<file path="config.mk">
export PLATFORM = sky130hd
export DESIGN_NAME = preact_mac_stream
export DESIGN_NICKNAME = d
export VERILOG_FILES = /design/src/rtl/neuron_pkg.sv /design/src/rtl/preact_requant.sv /design/src/rtl/preact_mac_stream.sv
export SDC_FILE = /design/constraint.sdc
export NUM_CORES = 1
export LEC_CHECK = 0
export ABC_CLOCK_PERIOD_IN_PS = 4800
export BUFFER_PORTS_ARGS = -buffer_cell sky130_fd_sc_hd__buf_4
export CAP_MARGIN = 40
export CELL_PAD_IN_SITES_DETAIL_PLACEMENT = 1
export CELL_PAD_IN_SITES_GLOBAL_PLACEMENT = 2
export CORE_ASPECT_RATIO = 2
export CORE_MARGIN = 5
export CORE_UTILIZATION = 39
export CTS_CLUSTER_SIZE = 14
export DETAILED_ROUTE_END_ITERATION = 6
export GPL_TIMING_DRIVEN = 0
export HOLD_SLACK_MARGIN = 0.08
export MAX_ROUTING_LAYER = met4
export PLACE_DENSITY = 0.8
export SYNTH_ARGS = -nofsm -noshare
export SYNTH_HDL_FRONTEND = slang
export SYNTH_SLANG_ARGS = --single-unit
</file>
<file path="constraint.sdc">
create_clock -name clock -period 4.8 [get_ports clock]
set_clock_uncertainty 0.05 [all_clocks]
set_input_delay 0.48 -clock clock [delete_from_list [all_inputs] [get_ports clock]]
set_output_delay 0.48 -clock clock [all_outputs]
set_load 0.01 [all_outputs]
</file>
<file path="src/rtl/neuron_pkg.sv">
// Shared fixed-point format for the pre-activation MAC and the tanh PLA,
// so both ends of the datapath agree on widths and the requantization shift.
package neuron_pkg;

  localparam int W_DATA    = 8;
  localparam int X_F       = 5;
  localparam int W_F       = 6;
  localparam int W_ACC     = 24;
  localparam int MAX_TERMS = 16;
  localparam int W_OUT     = 8;
  localparam int OUT_I     = 4;
  localparam int OUT_F     = W_OUT - OUT_I;
  localparam int SH        = X_F + W_F - OUT_F;

  localparam logic [1:0] ST_ACC    = 2'd0;
  localparam logic [1:0] ST_FLUSH1 = 2'd1;
  localparam logic [1:0] ST_FLUSH2 = 2'd2;
  localparam logic [1:0] ST_HOLD   = 2'd3;

  // Right shift that maps a product of (xf + wf) fractional bits onto the output format.
  function automatic int requant_shift(input int xf, input int wf, input int w_out, input int out_i);
    return xf + wf - (w_out - out_i);
  endfunction

endpackage

</file>
<file path="src/rtl/preact_requant.sv">
// Combinational requantizer: arithmetic shift of the accumulator to the output
// format, optional round-half-up (PREACT_ROUND_EN), then signed saturation.
module preact_requant
  import neuron_pkg::*;
#(
  parameter int ACC_W = W_ACC,
  parameter int OUT_W = W_OUT,
  parameter int SHIFT = SH
) (
  input  logic signed [ACC_W-1:0] acc,
  output logic [OUT_W-1:0]        data,
  output logic                    sat
);

  if (SHIFT < 0) begin : g_bad_shift
    $error("preact_requant: negative requantization shift");
  end

  localparam logic signed [ACC_W:0] MAX_V = (ACC_W+1)'((2 ** (OUT_W - 1)) - 1);
  localparam logic signed [ACC_W:0] MIN_V = ~MAX_V;

  logic signed [ACC_W:0] ext;
  logic signed [ACC_W:0] r;

  assign ext = {acc[ACC_W-1], acc};

`ifdef PREACT_ROUND_EN
  localparam logic signed [ACC_W:0] RND = (ACC_W+1)'((SHIFT > 0) ? (1 << (SHIFT - 1)) : 0);
  // One guard bit keeps the rounding add from wrapping at the positive extreme.
  assign r = (ext + RND) >>> SHIFT;
`else
  assign r = ext >>> SHIFT;
`endif

  // Clip to the signed output range and flag any clipping.
  always_comb begin
    data = r[OUT_W-1:0];
    sat  = 1'b0;
    if (r > MAX_V) begin
      data = MAX_V[OUT_W-1:0];
      sat  = 1'b1;
    end else if (r < MIN_V) begin
      data = MIN_V[OUT_W-1:0];
      sat  = 1'b1;
    end else begin
      data = r[OUT_W-1:0];
      sat  = 1'b0;
    end
  end

endmodule

</file>
<file path="src/rtl/preact_mac_stream.sv">
// Streaming dot-product (bias + sum x*w) feeding the tanh PLA, with a
// valid/ready result port. Define PREACT_ROUND_EN for round-half-up requant.
module preact_mac_stream
  import neuron_pkg::*;
#(
  parameter int W_DATA    = neuron_pkg::W_DATA,
  parameter int X_F       = neuron_pkg::X_F,
  parameter int W_F       = neuron_pkg::W_F,
  parameter int W_ACC     = neuron_pkg::W_ACC,
  parameter int MAX_TERMS = neuron_pkg::MAX_TERMS,
  parameter int W_OUT     = neuron_pkg::W_OUT,
  parameter int OUT_I     = neuron_pkg::OUT_I
) (
  input  logic              clock,
  input  logic              resetn,
  input  logic              in_valid,
  output logic              in_ready,
  input  logic [W_DATA-1:0] in_x,
  input  logic [W_DATA-1:0] in_w,
  input  logic [W_ACC-1:0]  in_bias,
  input  logic              in_last,
  output logic              out_valid,
  input  logic              out_ready,
  output logic [W_OUT-1:0]  out_data,
  output logic              out_sat,
  output logic              out_len_err
);

  localparam int CW    = (MAX_TERMS > 1) ? $clog2(MAX_TERMS) : 1;
  localparam int SHIFT = requant_shift(X_F, W_F, W_OUT, OUT_I);
  localparam logic [CW-1:0] LAST_CNT = CW'(MAX_TERMS - 1);

  if (W_ACC < 2 * W_DATA + CW) begin : g_bad_acc
    $error("preact_mac_stream: accumulator too narrow for MAX_TERMS products");
  end

  logic [1:0]              state;
  logic [1:0]              state_nx;
  logic [CW-1:0]           count;
  logic                    ready_r;
  logic [W_ACC-1:0]        prod;
  logic                    prod_v;
  logic                    first;
  logic [W_ACC-1:0]        bias_r;
  logic [W_ACC-1:0]        acc;
  logic                    len_err_pend;
  logic signed [2*W_DATA-1:0] mult;
  logic                    fire;
  logic                    beat_last;
  logic [W_OUT-1:0]        rq_data;
  logic                    rq_sat;

  assign mult      = $signed(in_x) * $signed(in_w);
  assign fire      = in_valid & ready_r;
  assign beat_last = in_last | (count == LAST_CNT);
  assign in_ready  = ready_r;

  // Next-state decode for the accumulate / flush / hold sequence.
  always_comb begin
    state_nx = state;
    case (state)
      ST_ACC:    if (fire & beat_last) state_nx = ST_FLUSH1; else state_nx = ST_ACC;
      ST_FLUSH1: state_nx = ST_FLUSH2;
      ST_FLUSH2: state_nx = ST_HOLD;
      ST_HOLD:   if (out_ready) state_nx = ST_ACC; else state_nx = ST_HOLD;
      default:   state_nx = ST_ACC;
    endcase
  end

  // State register; ready is registered from the next state so it drops right after the last beat.
  always_ff @(posedge clock or negedge resetn) begin
    if (!resetn) begin
      state   <= ST_ACC;
      ready_r <= 1'b0;
    end else begin
      state   <= state_nx;
      ready_r <= (state_nx == ST_ACC);
    end
  end

  // Product pipeline, accumulator and held result.
  always_ff @(posedge clock or negedge resetn) begin
    if (!resetn) begin
      count        <= '0;
      prod         <= '0;
      prod_v       <= 1'b0;
      first        <= 1'b0;
      bias_r       <= '0;
      acc          <= '0;
      len_err_pend <= 1'b0;
      out_valid    <= 1'b0;
      out_data     <= '0;
      out_sat      <= 1'b0;
      out_len_err  <= 1'b0;
    end else begin
      prod_v <= fire;
      if (fire) begin
        prod  <= {{(W_ACC - 2 * W_DATA){mult[2*W_DATA-1]}}, mult};
        first <= (count == '0);
        count <= count + CW'(1);
        if (count == '0) begin
          bias_r <= in_bias;
        end
        if (beat_last) begin
          len_err_pend <= ~in_last;
        end
      end
      // The first product of a vector replaces the old sum instead of adding to it.
      if (prod_v) begin
        acc <= first ? (bias_r + prod) : (acc + prod);
      end
      if (state == ST_FLUSH2) begin
        out_data    <= rq_data;
        out_sat     <= rq_sat;
        out_len_err <= len_err_pend;
        out_valid   <= 1'b1;
      end else if ((state == ST_HOLD) && out_ready) begin
        out_valid <= 1'b0;
        count     <= '0;
      end
    end
  end

  preact_requant #(
    .ACC_W (W_ACC),
    .OUT_W (W_OUT),
    .SHIFT (SHIFT)
  ) u_requant (
    .acc  (acc),
    .data (rq_data),
    .sat  (rq_sat)
  );

endmodule

</file>
==> results of run 1 <==
## what timing repair did
item | CTS | global route
endpoints found under the hold margin | 21 | 0
hold buffers | 1 | 0
resized for setup | 0 | 2
endpoints found under the setup margin | 0 | 1
buffers inserted | 0 | 0
## layout make-up
type                       instances  area, µm²
clock inverter                     5      82.58
multi-input combinational        527       4577
buffer                            17      66.31
inverter                         109      409.1
tap                              216      270.3
sequential                        85       2127
timing repair buffer              59      462.9
fill                            2133       9970
clock buffer                      11      252.7
## report_power, final
| part | total [mW] | internal (mW) | switching, mW |
|---|---|---|---|
| sequential | 1.31 | 1.06 | 0.254 |
| combinational | 3.67 | 1.65 | 2.02 |
| clock | 0.776 | 0.485 | 0.291 |
| total | 5.76 | 3.20 | 2.57 |
## per-layer routing
| layer | vias to the layer above | global-route usage | part of all wire |
|---|---|---|---|
| li1 | 2583 | - | - |
| met1 | 2711 | 0.1740 | 0.34 |
| met2 | 59 | 0.3808 | 0.62 |
| met3 | 20 | 0.01950 | 0.014 |
| met4 | 0 | 0.06809 | 0.027 |
| met5 | - | - | 0 |
## metrics by stage
stage / TNS (ps) / hold WS [ps]
2_1_floorplan: 0 / 134.4
3_3_place_gp: -50.71 / 416.3
3_5_place_dp: -294.0 / 349.7
4_1_cts: 0 / 252.9
5_1_grt: 0 / 264.4
6_report: 0 / 264.6
## registers in the layout, indices dropped and copies added, names as in the netlist
name and count:
acc 24, bias_r 24, prod 16, out_data 8
count 4, state 2, first 1, in_ready 1
len_err_pend 1, out_len_err 1, out_sat 1, out_valid 1
prod_v 1
## path summary, 6_finish.rpt
kind                                     from                        to  slack, ps  cells after the start
setup / recovery                      in_x[3]      prod[14]$_DFFE_PN0P_        340                     18
hold / removal                        in_last  len_err_pend$_DFFE_PN0P_        260                      2
setup reg to reg            first$_DFFE_PN0P_       acc[15]$_DFFE_PN0P_        600                     13
hold reg to reg            acc[1]$_DFFE_PN0P_        acc[1]$_DFFE_PN0P_        430                      2
max in group asynchronous              resetn      prod[14]$_DFFE_PN0P_       3520                      3
min in group asynchronous              resetn     bias_r[4]$_DFFE_PN0P_        530                      2
## worst reg2reg max path, cell delays in order (launching register included)
cell,delay (ps)
dfrtp_1,320
clkbuf_1,440
buf_1,510
mux2i_1,390
inv_1,100
ha_1,310
a211oi_1,430
o21ai_2,160
a41oi_2,310
o211ai_1,170
a21oi_1,350
o21bai_1,130
xor2_1,160
mux2_2,270
## logic make-up after synthesis
| kind of cell | synth area share |
|---|---|
| buffers and inverters | 0.06626 |
| multiplexers | 0.09852 |
| AO/OA/AOI/OAI | 0.1144 |
| flip-flops | 0.2964 |
| XOR/XNOR | 0.03784 |
| AND/OR/NAND/NOR | 0.1362 |
| adder cells (fa/ha/maj) | 0.2504 |
## placed cells by master, fill, tap and decap left out, drive strengths merged, types with 23 or more instances in the layout
cell / instances
nand2: 68
inv: 108
nor2: 40
dfrtp: 85
mux2: 61
ha: 54
and2: 44
a21oi: 38
o21ai: 29
buf: 63
clkbuf: 23
fa: 56
==> metrics.yaml, run 1 <==
async_flop_share: 1.000
design_area_um2: 8248
crit_fanout: 8
ys_top_cells_by_count: "inv_1, dfrtp_1, nand2_1, mux2_2, fa_1"
crit_path_start_kind: "input port"
yosysMostFrequentCell: "inv_1"
endpoint_kind: "flip-flop"
cts_buffers: 9
cts_tree: "done"
syn_area_um2: 7176
cp_slowest_cell: "fa_1"
first_global_vias: 6265
synthFlopType: "dfrtp_1"
finalMaxSlewViolations: 0
p_leak_nw: 3.909
required_ps: 4960
clock_path_buffers: 2
first_pass_iters: 4
antenna_found_initial: 0
cpPeakStageDelay_ps: 540
path_buf_inv: 5
die_w_um: 105.9
powerDensity_nw_per_um2: 698.8
synth.area.top_cells: "dfrtp_1, fa_1, mux2_2, ha_1, inv_1"
post_drt_wl_per_cell_um: 17.71
grt_max_degree: 65
final_net_count: 963
placed_cells: 1012
drc_errors: 0
cp.arrival_ps: 4620
cp_top_family: "adder cells"
outcome: "finished, final reports clean"
yosysTopAreaCellShare: 0.2964
drv_cap: 0
numPortBuffers: 56
fin_cells: 1029
synth_cell_types: 57
grt_first_pass_wirelength_mm: 30.81
htreeDepth: 3
initial_core_util: 0.3939
area_growth_pct: 14.94
place_worst_setup_slack_ps: -164.7
peakVddDrop_mv: 0.2466
place_area_um2: 7899
synth_edf_count: 0
dpl.hpwl_mm: 15.25
setup_viol: 0
synthCells: 738
drt-initial-drc-count: 77
antenna_cells: 0
num_rows: 70
fin_total_pwr_mw: 5.763
final_util: 0.4527
via_per_inst: 5.222
die_h_um: 201.8
finalHoldViolCount: 0
io-pin-count: 57
worst_slack_ps: 337.9
ys_ff_latch: 85
yosysWarnings: 0
insertion_delay_ps: 340
root_buffer: "clkbuf_16"
clk_pin_slew_ps: 60
ys_seq_area_frac: 0.2964
hold_class: "input port to flip-flop"
final_layout_size_suffix_gt1_frac: 0.1857
avgSynthCellArea_um2: 9.723
grt_overflow: 0
path_cells: "buf_4 -> and2_1 -> fa_1 -> inv_1 -> fa_1 -> inv_1 -> fa_1 -> inv_1 -> fa_1 -> inv_1 -> ha_1 -> o21ai_0 -> a21oi_1 -> o21ai_0 -> a21boi_2 -> o21ai_0 -> a211o_1 -> o211ai_1"
coreArea_um2: 18220
fmax_mhz: 224.1
finalWeightedCongestion: 0.8461
dieArea_um2: 21380
syn-num-nets: 893
grtUsageTotal: 0.1873
vias: 5373
synth_top_area_cell: "dfrtp_1"
drtAntennaViolNets: 0
slew_headroom: 0.5086
crit_type: "input port to flip-flop"
period_needed_ps: 4462
routed_wl_mm: 18.23
worst_pin_slew_ps: 737.2
rsz0062_at_grt: "false"
cts_num_sinks: 85
period_share: 0.9296
No activity file was read; power rests on OpenSTA's default activity.
==> run 2: changes to the inputs <==
Settings changed: CORE_MARGIN 5 to 2, CORE_UTILIZATION 39 to 40, PLACE_DENSITY 0.8 to 0.82.
==> metrics.yaml, run 2 (same netlist as run 1, synthesis figures left out) <==
whs_ps: 76.41  # -188.1 ps
drc_errors: 0  # unchanged
coreArea_um2: 17700  # -2.9%
final_common_cell: "inv_1"
dieArea_um2: 19090  # -11%
numPortBuffers: 56  # unchanged
placed_cells: 1009  # -0.30%
regArea_um2: 2127  # unchanged
grt_max_degree: 47  # -28%
power.share.clock: 0.117  # -0.018
netSwitchingPower_mw: 2.557  # -0.34%
slew_headroom: 0.5055  # -0.003069
worst_slack_ps: 290.3  # -47.55 ps
layout_common_cells: "inv_1, dfrtp_1, nand2_1, mux2_2"
endpoint_kind: "flip-flop"
period_needed_ps: 4510  # +47.55 ps
place_area_um2: 7895  # about the same
die_w_um: 98.71  # -6.8%
first_global_vias: 6346  # +1.3%
antenna_found_initial: 0  # unchanged
post_cts_buffers: 0  # unchanged
worst_pin_slew_ps: 741.8  # +4.604 ps
first_pass_iters: 4  # unchanged
cts_tree: "done"
final_net_count: 962  # -0.10%
fillerInstances: 2016  # -5.5%
rsz0062_at_grt: "false"
drtAntennaViolNets: 0  # unchanged
die_h_um: 193.4  # -4.2%
postCtsHoldBufs: 0  # -1
cts_buffers: 9  # unchanged
via_per_inst: 5.332  # +2.1%
hold_class: "input port to asynchronous set/reset pin"
crit_path_start_kind: "input port"
post_drt_wl_per_cell_um: 17.83  # +0.69%
p_int_mw: 3.090  # -3.4%
vias: 5465  # +1.7%
fin_cells: 1025  # -0.39%
drv_cap: 0  # unchanged
io-pin-count: 57  # unchanged
clock_path_buffers: 2  # unchanged
sw_frac_of_total: 0.4528  # +0.007660
final_util: 0.4619  # +0.009112
multiInputGateArea_um2: 4573  # about the same
fin_total_pwr_mw: 5.647  # -2.0%
cpPeakStageDelay_ps: 540  # about the same
path_cells: "buf_4 -> and2_1 -> fa_1 -> inv_1 -> fa_1 -> inv_1 -> fa_1 -> inv_1 -> fa_1 -> inv_1 -> ha_1 -> o21ai_0 -> a21oi_1 -> o21ai_0 -> a21boi_0 -> o21ai_0 -> a211o_1 -> o211ai_1"
finalHoldViolCount: 0  # unchanged
ctsResizeCount: 0  # unchanged
p_seq_frac: 0.233  # +0.005
cp.arrival_ps: 4730  # +110 ps
dpl.hpwl_mm: 15.50  # +1.7%
path_buf_inv: 5  # unchanged
tns_ps: 0  # unchanged
finalWeightedCongestion: 0.8050  # -4.9%
antenna_cells: 0  # unchanged
grt_overflow: 0  # unchanged
cts_num_sinks: 85  # unchanged
initial_core_util: 0.4054  # +0.01156
powerDensity_nw_per_um2: 690.8  # -1.1%
root_buffer: "clkbuf_16"
p_leak_nw: 3.876  # -0.82%
final_layout_size_suffix_gt1_frac: 0.1835  # -0.002234
regToRegStartpoint: "first$_DFFE_PN0P_"
crit_fanout: 8  # unchanged
drt-initial-drc-count: 111  # +44%
finalMaxSlewViolations: 0  # unchanged
cp_slowest_cell: "fa_1"
peakVddDrop_mv: 0.2441  # -0.98%
comb_power_share: 0.651  # +0.013
routed_wl_mm: 18.28  # +0.30%
clk_pin_slew_ps: 60  # about the same
top_regs: "acc (24), bias_r (24), prod (16)"
grt_first_pass_wirelength_mm: 30.63  # -0.58%
num_rows: 69  # -1.4%
design_area_um2: 8174  # -0.90%
place_worst_setup_slack_ps: -121.1  # +43.57 ps
insertion_delay_ps: 350  # about the same
htreeDepth: 3  # unchanged
crit_type: "input port to flip-flop"
grtUsageTotal: 0.2079  # +0.02055
required_ps: 5020  # +60 ps
cp-startpoint: "in_x[3]"
fmax_mhz: 221.7  # -1.1%
cp_top_family: "adder cells"
setup_viol: 0  # unchanged
period_share: 0.9395  # +0.009906
area_growth_pct: 13.91
outcome: "finished, final reports clean"
-- run 2: final cells by class --
type | instances | share of cell area
Buffer | 17 | 0.008113
Inverter | 109 | 0.05005
Clock buffer | 12 | 0.03138
Tap cell | 213 | 0.03260
Sequential cell | 85 | 0.2602
Timing Repair Buffer | 58 | 0.05541
Clock inverter | 4 | 0.002755
Multi-Input combinational cell | 527 | 0.5595
-- run 2: layer usage --
layer	wire (µm)	GRT usage	up-vias
li1	-	-	2587
met3	298	0.01806	35
met5	0	-	-
met4	701	0.09488	0
met2	11310	0.4261	70
met1	5971	0.1804	2773
-- run 2: final timing paths --
check / slack [ps] / end / cells past startpoint
min reg2reg: 440 / prod[4]$_DFFE_PN0P_ / 2
min in group clock: 270 / len_err_pend$_DFFE_PN0P_ / 2
max in group asynchronous: 4000 / acc[13]$_DFFE_PN0P_ / 2
max: 290 / prod[14]$_DFFE_PN0P_ / 18
max reg2reg: 590 / acc[23]$_DFFE_PN0P_ / 12
min: 80 / bias_r[2]$_DFFE_PN0P_ / 1
-- run 2: worst reg2reg max path, cell delays in order (launching register included) --
cell	delay, ps
dfrtp_1	320
clkbuf_1	440
buf_1	630
mux2_2	420
ha_1	370
a21o_1	220
a21oi_1	300
o21ai_1	160
a211oi_2	310
a311oi_1	220
a311oi_4	290
xor2_1	200
o221ai_1	130
-- run 2: power by group through the flow --
stage / clock network (mW) / registers [mW] / logic [mW]
final: 0.659 / 1.31 / 3.67
after global routing: 0.705 / 1.36 / 4.17
after detailed placement: 0 / 1.33 / 3.71
after floorplan: 0 / 1.25 / 2.81
after global placement: 0 / 1.31 / 3.56
after CTS: 0.680 / 1.32 / 3.74
